===== src/rtl/msk_and_hpc3_seq.sv =====
// Issue controller for a bank of W masked HPC3 AND gadgets with d shares each.
// Optional idle zeroization of the gadget inputs: define MSK_SEQ_ZEROIZE_EN.
module msk_and_hpc3_seq #(
  parameter  int d  = 2,
  parameter  int W  = 8,
  localparam int RW = W * d * (d - 1)
) (
  input  logic            clk,
  input  logic            nrst,
  input  logic            in_valid,
  output logic            in_ready,
  input  logic [W*d-1:0]  in_a,
  input  logic [W*d-1:0]  in_b,
  input  logic            rnd_valid,
  output logic            rnd_ready,
  input  logic [RW-1:0]   rnd,
  output logic [W*d-1:0]  g_ina,
  output logic [W*d-1:0]  g_inb,
  output logic [RW-1:0]   g_rnd,
  output logic [W*d-1:0]  g_ina_prev,
  input  logic [W*d-1:0]  g_out,
  output logic            out_valid,
  input  logic            out_ready,
  output logic [W*d-1:0]  out_data,
  output logic            busy
);

  localparam int DW = W * d;

  logic          s1_valid_q;
  logic [1:0]    count_q, count_d;
  logic          wr_ptr_q, rd_ptr_q;
  logic [DW-1:0] a_prev_q;
  logic [DW-1:0] fifo_q [2];

  logic          push, pop, can_issue, fire;
  logic [2:0]    occupancy;

  assign pop       = (count_q != 2'd0) & out_ready;
  assign push      = s1_valid_q;
  assign occupancy = {1'b0, count_q} + {2'b00, s1_valid_q} - {2'b00, pop};
  // The gadget bank has no stall, so issue only when the result is sure to find a
  // FIFO slot; nrst gating keeps both readies low while in reset.
  assign can_issue = nrst & (occupancy < 3'd2);

  assign fire      = in_valid & rnd_valid & can_issue;
  assign in_ready  = rnd_valid & can_issue;
  assign rnd_ready = in_valid & can_issue;

  assign out_valid = (count_q != 2'd0);
  assign out_data  = fifo_q[rd_ptr_q];
  assign busy      = s1_valid_q | (count_q != 2'd0);

  // NOTE: always_comb assigns every output a default first, so no path can infer a latch.
  always_comb begin
    count_d = count_q;
    if (push && !pop) begin
      count_d = count_q + 2'd1;
    end else if (!push && pop) begin
      count_d = count_q - 2'd1;
    end
  end

  // NOTE: sequential state uses non-blocking assignments only, so every flop samples
  // the pre-edge values of the others. The two FIFO entries are reset as well because
  // out_data shows entry 0 straight out of reset.
  always_ff @(posedge clk or negedge nrst) begin
    if (!nrst) begin
      s1_valid_q <= 1'b0;
      count_q    <= 2'd0;
      wr_ptr_q   <= 1'b0;
      rd_ptr_q   <= 1'b0;
      a_prev_q   <= '0;
      fifo_q[0]  <= '0;
      fifo_q[1]  <= '0;
    end else begin
      s1_valid_q <= fire;
      count_q    <= count_d;
      if (fire) begin
        a_prev_q <= in_a;
      end
      if (push) begin
        fifo_q[wr_ptr_q] <= g_out;
        wr_ptr_q         <= ~wr_ptr_q;
      end
      if (pop) begin
        rd_ptr_q <= ~rd_ptr_q;
      end
    end
  end

`ifdef MSK_SEQ_ZEROIZE_EN
  // Unconsumed shares and randomness never reach the gadget logic.
  assign g_ina      = fire ? in_a : '0;
  assign g_inb      = fire ? in_b : '0;
  assign g_rnd      = fire ? rnd  : '0;
  assign g_ina_prev = s1_valid_q ? a_prev_q : '0;
`else
  assign g_ina      = in_a;
  assign g_inb      = in_b;
  assign g_rnd      = rnd;
  assign g_ina_prev = a_prev_q;
`endif

endmodule


===== config.mk =====
export PLATFORM = sky130hd
export DESIGN_NAME = msk_and_hpc3_seq
export DESIGN_NICKNAME = d
export VERILOG_FILES = /design/src/rtl/msk_and_hpc3_seq.sv
export SDC_FILE = /design/constraint.sdc
export NUM_CORES = 1
export LEC_CHECK = 0
export BUFFER_PORTS_ARGS = -buffer_cell sky130_fd_sc_hd__buf_2
export CORE_UTILIZATION = 40
export DETAILED_ROUTE_END_ITERATION = 7
export HOLD_SLACK_MARGIN = 0.15
export PLACE_DENSITY = 0.86
export SYNTH_ARGS = -nofsm -noshare
export SYNTH_HDL_FRONTEND = slang
export SYNTH_SLANG_ARGS = --single-unit

===== constraint.sdc =====
create_clock -name clk -period 7.85 [get_ports clk]
set_input_delay 1.9625 -clock clk [delete_from_list [all_inputs] [get_ports clk]]
set_output_delay 1.9625 -clock clk [all_outputs]
set_load 0.05 [all_outputs]

Yosys cells after proc, flatten, opt, wreduce, memory -nomap -nowiden
Index checks and enable logic that the tools add are counted.
{ "classes": {"addsub": 4, "order_cmp": 4, "muxes": 8, "bitwise": 11, "reduce_logical": 7} }
{ "ops": {"columns": ["operator", "n"], "rows": [
  ["16-bit 2-to-1 mux", 4],
  ["32-bit bitwise mux", 1],
  ["16-bit demux with 1-bit select", 1],
  ["1-bit AND", 6],
  ["2-bit >= comparator (second input constant)", 2],
  ["2-bit 2-to-1 mux", 2],
  ["1-bit NOT with 2-bit output", 2],
  ["2-bit nonzero test", 2],
  ["2-bit by 1-bit adder with 3-bit output", 1],
  ["1-bit logical AND", 3],
  ["3-bit by 2-bit less-than comparator with 1-bit output (second input constant)", 1],
  ["3-bit by 1-bit subtractor with 3-bit output", 1],
  ["2-bit by 1-bit adder with 2-bit output (second input constant)", 1],
  ["1-bit zero test", 2],
  ["2-bit by 1-bit less-than comparator with 1-bit output (second input constant)", 1],
  ["1-bit NOT", 2],
  ["2-bit by 1-bit subtractor with 2-bit output (second input constant)", 1],
  ["1-bit bitwise OR", 1]
]} }
{ "word_totals": {"regBits": 53, "inputBits": 69, "wordCells": 41} }

Logic depth before layout (Yosys ltp)
Gate-level depths: netlist of the first run.
{ "logic_depth": {"depth_word": 6, "ltp_mapped": 10, "depth_no_buf": 9} }

Worst setup path after synthesis of the first run
Ideal clock, no wire load.
{ "synth_timing": {"path_type": "input to output", "startpoint": "input port out_ready", "endpoint": "output port in_ready", "arrival_time_ns": 3.665, "required_ns": 5.887, "setup_slack_ns": 2.223, "path_stages": 8, "path_buffers": 0, "cell_sequence": "nand2_1 > inv_1 > ha_1 > nand2b_1 > fa_1 > nand2_1 > nor2_1 > and2_1"} }
{ "synth_between": {"elab_chain_len": 5} }
{ "synth_rtl": {"columns": ["item", "line_no", "rtl"], "rows": [
  ["from (decl)", "23", "input logic out_ready,"],
  ["1-bit AND", "39", "assign pop = (count_q != 2'd0) & out_ready;"],
  ["named net pop", "36", "logic push, pop, can_issue, fire;"],
  ["3-bit by 1-bit subtractor with 3-bit output", "41", "assign occupancy = {1'b0, count_q} + {2'b00, s1_valid_q} - {2'b00, pop};"],
  ["3-bit by 2-bit less-than comparator with 1-bit output", "44", "assign can_issue = nrst & (occupancy < 3'd2);"],
  ["1-bit AND", "44", null],
  ["1-bit AND", "47", "assign in_ready = rnd_valid & can_issue;"],
  ["to (decl)", "11", "output logic in_ready,"]
]} }
The timed path passes the listed nets, and every way through them passes these cells.

Final worst setup path of the first run
{ "layout_timing": {"startpoint": "input port out_ready", "endpoint": "output port rnd_ready"} }
{ "layout_between": {"elab_chain_len": 5} }
{ "layout_rtl": {"columns": ["item", "line_no", "rtl"], "rows": [
  ["1-bit AND", "39", null],
  ["named net pop", "36", null],
  ["3-bit by 1-bit subtractor with 3-bit output", "41", null],
  ["3-bit by 2-bit less-than comparator with 1-bit output", "44", null],
  ["1-bit AND", "44", null],
  ["1-bit AND", "48", "assign rnd_ready = in_valid & can_issue;"],
  ["to (decl)", "15", "output logic rnd_ready,"]
]} }
The timed path passes the listed nets, and every way through them passes these cells.

==> results of run 1 <==
-- placed cells by master, fill, tap and decap left out --
| cell type | synthesis | final |
|---|---|---|
| and2_1 | 2 | 2 |
| buf_2 | 3 | 88 |
| buf_4 | 48 | 1 |
| bufinv_16 | 0 | 1 |
| clkbuf_1 | 1 | 1 |
| clkbuf_8 | 0 | 6 |
| dfrtp_1 | 53 | 53 |
| fa_1 | 1 | 1 |
| ha_1 | 2 | 2 |
| inv_1 | 2 | 2 |
| mux2_2 | 55 | 55 |
| mux2_4 | 9 | 9 |
| nand2_1 | 4 | 4 |
| nand2b_1 | 1 | 1 |
| nor2_1 | 2 | 2 |
| nor2_2 | 1 | 1 |
| nor3_4 | 1 | 1 |
| or2_2 | 1 | 1 |
| or3_2 | 1 | 1 |
| xnor2_1 | 2 | 2 |
| xor2_1 | 4 | 4 |
-- logic make-up after synthesis --
group / Yosys count / synth area share, %
adder cells (fa/ha/maj): 3 / 1.692
XOR/XNOR: 6 / 1.974
multiplexers: 64 / 28.34
flip-flops: 53 / 49.81
AND/OR/NAND/NOR: 13 / 2.914
buffers and inverters: 55 / 15.27
-- final cells by class --
| cell class | count | area, µm² |
|---|---|---|
| clock buffer | 7 | 86.33 |
| multi-input combinational | 86 | 929.6 |
| fill | 607 | 3462 |
| timing repair buffer | 89 | 447.9 |
| clock inverter | 1 | 30.03 |
| inverter | 2 | 7.507 |
| sequential | 53 | 1326 |
| tap | 77 | 96.34 |
-- per-stage QoR --
stage / area, µm² / std cells / setup WS [ns]
after floorplan: 2663 / 194 / 2.223
after global placement: 2808 / 307 / 2.115
after detailed placement: 2808 / 307 / 2.062
after CTS: 2924 / 315 / 2.060
after global routing: 2924 / 315 / 1.935
final: 2924 / 315 / 2.086
-- final timing paths --
path | from | cells after the start | slack (ns) | to
min reg2reg | fifo_q[10] | 1 | 0.51 | fifo_q[10]
max in group asynchronous | nrst | 2 | 5.63 | fifo_q[16]
max | out_ready | 10 | 2.09 | rnd_ready
min | fifo_q[10] | 1 | 0.51 | fifo_q[10]
min in group asynchronous | nrst | 2 | 1.77 | g_ina_prev[5]
max reg2reg | count_q[1] | 9 | 4.48 | g_ina_prev[1]
-- per-layer routing --
layer	track usage (%)	wire length [µm]	part of all wire [%]	vias to the layer above
met4	4.314	39	0.88	0
li1	-	-	-	688
met5	0	0	0	-
met3	3.858	293	6.6	8
met2	22.69	2241	51	57
met1	15.90	1840	42	733
-- state kept, by name (all words and copies together), names as in the netlist --
register,cells
fifo_q,32
g_ina_prev,16
count_q,2
push,1
rd_ptr_q,1
wr_ptr_q,1
-- critical path, stage by stage --
cell and delay [ns]:
buf_2 0.10, nand2_1 0.11, inv_1 0.06, ha_1 0.30
nand2b_1 0.17, fa_1 0.38, xor2_1 0.29, nor2_1 0.08
and2_1 0.16, buf_2 0.20
-- power by group --
part	internal, mW	total, mW	switching (mW)
clock	0.104	0.187	0.0831
sequential	0.409	0.498	0.0893
combinational	0.289	0.851	0.562
==> results_dict.tcl, run 1 <==
set metrics [dict create \
    worst_slew_pin_slew_ns 0.9613 \
    gp_congestion 0.6865 \
    utilization_pct 45.79 \
    routed_wl_um 4415 \
    yosys.area.top_type_share_pct 49.81 \
    yosys_warnings 0 \
    postCtsSetupRepairBufs 0 \
    firstDrtPassIters 4 \
    grt_pass1_wl_um 7403 \
    endpoint_kind "primary output" \
    holdBufCountCts 0 \
    initial_core_util_pct 41.69 \
    grt-ovfl-total 0 \
    grt_pass1_vias 1574 \
    status "completed" \
    drt_iter0_drc 40 \
    ctsHtreeMaxLevel 2 \
    crit_type "in -> out" \
    portBuffers 88 \
    drc 0 \
    grtUsageTotal_pct 13.22 \
    crit_fanout 3 \
    synth_common_cells "mux2_2, dfrtp_1, buf_4" \
    cts_inserted_buffers 5 \
    synth_top_area_cell "dfrtp_1" \
    ys_seq_area_share_pct 49.81 \
    pwr_density_cell_mw_per_mm2 525.4 \
    ys.flop_type "dfrtp_1" \
    tritoncts "yes" \
    dieWidth_um 83.59 \
    ant_nets 0 \
    synth_area_leaders "dfrtp_1, mux2_2, buf_4" \
    hold_class "reg -> reg" \
    fin_crit_sh_pct 73.43 \
    p_leak_nw 1.440 \
    syn_inst 194 \
    ys_seq_elements 53 \
    critical_path_required_ns 5.89 \
    rsz0062_at_grt "no" \
    wire_per_inst_um 14.02 \
    diodes 0 \
    num_vias 1486 \
    fmax_ghz 0.1735 \
    layout-drive-gt1-share_pct 68.91 \
    cts_sinks 53 \
    finalCriticalPeriod_ns 5.764 \
    clkSlewWorstSetupHoldPaths_ns 0.09 \
    dp_hpwl_um 3125 \
    peakVddDrop_v 0.0002499 \
    setup_viol 0 \
    fin_worst_skew_ns 0.003952 \
    synthesis.nets 266 \
    clk_latency_ns 0.29 \
    cts_resized 0 \
    std_cell_rows 29 \
    viasPerCell 4.717 \
    antenna_found_initial 0 \
    slew_headroom_pct 35.70 \
    cp_data_arrival_time_ns 3.80 \
    startpoint_type "primary input" \
    clk_path_buf_depth 2 \
    grt_max_degree 55 \
    synth_most_common_cell "mux2_2" \
    finalHoldViolations 0 \
    finalPower_mw 1.536 \
    cts_root_buffer "clkbuf_8" \
    die_h_um 83.59 \
    syn_area_per_cell_um2 13.72 \
    io_pins 153 \
    fin_hold_ws_ns 0.5076 \
    slew_violations 0 \
    maxCapViolations 0 \
    coreArea_mm2 0.006386 \
    synthToLayoutAreaGrowth_pct 9.821 \
    mappedNetlistArea_mm2 0.002663 \
    synth_edf_count 0 \
    async_reset_ff_share_pct 100.0 \
    finalSetupTns_ns 0 \
    dieArea_mm2 0.006986 \
    final_nets 309 \
    synth.distinct_cells 20 \
]
No activity file was read; power rests on OpenSTA's default activity.
==> inputs of run 2 (changes only) <==
PLACE_DENSITY = 0.89   (was 0.86)
clock period = 5.3 ns   (was 7.85 ns; I/O delays follow)
==> results_dict.tcl, run 2 (synthesis gave the netlist of run 1 again) <==
set metrics [dict create \
    status "completed" \
    std_cell_rows 29 \
    cts_root_buffer "clkbuf_8" \
    pwr_density_cell_mw_per_mm2 773.1 \
    gp_congestion 0.6932 \
    firstDrtPassIters 3 \
    maxCapViolations 0 \
    finalSetupTns_ns 0 \
    slew_violations 0 \
    grtUsageTotal_pct 13.73 \
    cts_inserted_buffers 5 \
    dp_hpwl_um 3341 \
    drc 0 \
    met3_usage_pct 3.561 \
    p_int_mw 1.153 \
    cts_sinks 53 \
    dieArea_mm2 0.006986 \
    num_vias 1517 \
    grt-ovfl-total 0 \
    critical_path_required_ns 3.97 \
    layout-drive-gt1-share_pct 69.33 \
    crit_type "in -> out" \
    grt_max_degree 54 \
    layout_common_cells "buf_2, mux2_2, dfrtp_1" \
    coreArea_mm2 0.006386 \
    critical_path.top_delay_family "adder cells" \
    tritoncts "yes" \
    fin_crit_sh_pct 85.22 \
    final_nets 309 \
    endpoint_kind "primary output" \
    worst_slew_pin_slew_ns 0.9368 \
    finalHoldViolations 0 \
    layout_setup_ws_ns 0.7833 \
    power_frac_clock_pct 10.8 \
    wire_per_inst_um 14.98 \
    die_h_um 83.59 \
    post-place-ws_ns 0.7860 \
    startpoint_type "primary input" \
    ctsHtreeMaxLevel 2 \
    grt_pass1_wl_um 7707 \
    finalCriticalPeriod_ns 4.517 \
    seqPwrFrac_pct 32.9 \
    slew_headroom_pct 37.34 \
    drt_iter0_drc 39 \
    setup_viol 0 \
    grt-busiest-layer "met2" \
    p_leak_nw 1.436 \
    holdBufCountCts 0 \
    p_sw_mw 1.096 \
    max_stage_delay_ns 0.38 \
    critPathMostFrequentCell "buf_2" \
    fmax_ghz 0.2214 \
    top_register "fifo_q" \
    viasPerCell 4.816 \
    rsz0062_at_grt "no" \
    portBuffers 88 \
    dieWidth_um 83.59 \
    clk_latency_ns 0.29 \
    mostFrequentLayoutCell "buf_2" \
    grt_util_met2_pct 24.24 \
    peakVddDrop_v 0.0003659 \
    largest_reg_flops 32 \
    diodes 0 \
    ant_nets 0 \
    p_sw_share_pct 48.73 \
    path_cells "buf_2, nand2_1, inv_1, ha_1, nand2b_1, fa_1, xor2_1, nor2_1, and2_1, buf_2" \
    clkSlewWorstSetupHoldPaths_ns 0.09 \
    crit_buf_inv 3 \
    fin_worst_skew_ns 0.002320 \
    grt_use_met1_pct 15.91 \
    antenna_found_initial 0 \
    synthToLayoutAreaGrowth_pct 9.258 \
    postCtsSetupRepairBufs 0 \
    routed_wl_um 4718 \
    grt_pass1_vias 1657 \
    cpMaxStageDelayCell "fa_1" \
    p_comb_share_pct 56.3 \
    nFillCells 575 \
    cp_data_arrival_time_ns 3.19 \
    io_pins 153 \
    clk_path_buf_depth 2 \
    initial_core_util_pct 41.69 \
    crit_fanout 3 \
    hold_class "reg -> reg" \
    cts_resized 0 \
]
run 2: changes by cell type in the layout (fill, tap and decap cells not counted):
cell,previous run,this run
bufinv_16,1,0
clkbuf_1,1,0
clkbuf_8,6,7
clkinv_2,0,1
run 2: through the flow:
step	utilization [%]	total power [mW]	hold WS, ns	std cells	area [µm²]
2_1_floorplan	-	1.836	0.4737	194	2663
3_3_place_gp	43.97	1.988	0.4818	307	2808
3_5_place_dp	43.97	2.028	0.4876	307	2808
4_1_cts	45.55	2.282	0.5105	315	2909
5_1_grt	45.55	2.371	0.5163	315	2909
6_report	45.55	2.249	0.5069	315	2909
run 2: final cells by class:
class | instances | area [µm²] | share of cell area (%)
timing repair buffer | 89 | 447.9 | 15.40
clock buffer | 7 | 96.34 | 3.312
inverter | 2 | 7.507 | 0.2581
multi-input combinational | 86 | 929.6 | 31.96
clock inverter | 1 | 5.005 | 0.1720
sequential | 53 | 1326 | 45.59
tap | 77 | 96.34 | 3.312
run 2: path summary, 6_finish.rpt:
check | from | to | slack, ns | cells after the start
max in group asynchronous | nrst | fifo_q[31] | 3.66 | 2
setup / recovery | out_ready | in_ready | 0.78 | 10
min in group asynchronous | nrst | g_ina_prev[14] | 1.19 | 2
hold / removal | fifo_q[3] | fifo_q[3] | 0.51 | 1
hold reg to reg | fifo_q[3] | fifo_q[3] | 0.51 | 1
setup reg to reg | count_q[1] | g_ina_prev[0] | 1.91 | 9
run 2: layer usage:
metal  share of wire, %  routed length, µm  vias to the layer above
met5                  0                  0                        -
met4                1.7                 80                        0
met3                5.5                259                       18
met2                 52               2454                       49
met1                 41               1924                      760
li1                   -                  -                      690
run 2: power groups by stage:
stage / logic, mW / clock network, mW / registers, mW
after floorplan: 0.930 / 0 / 0.906
final: 1.27 / 0.243 / 0.739
after CTS: 1.28 / 0.258 / 0.742
after global routing: 1.33 / 0.275 / 0.767
after detailed placement: 1.28 / 0 / 0.751
after global placement: 1.26 / 0 / 0.731
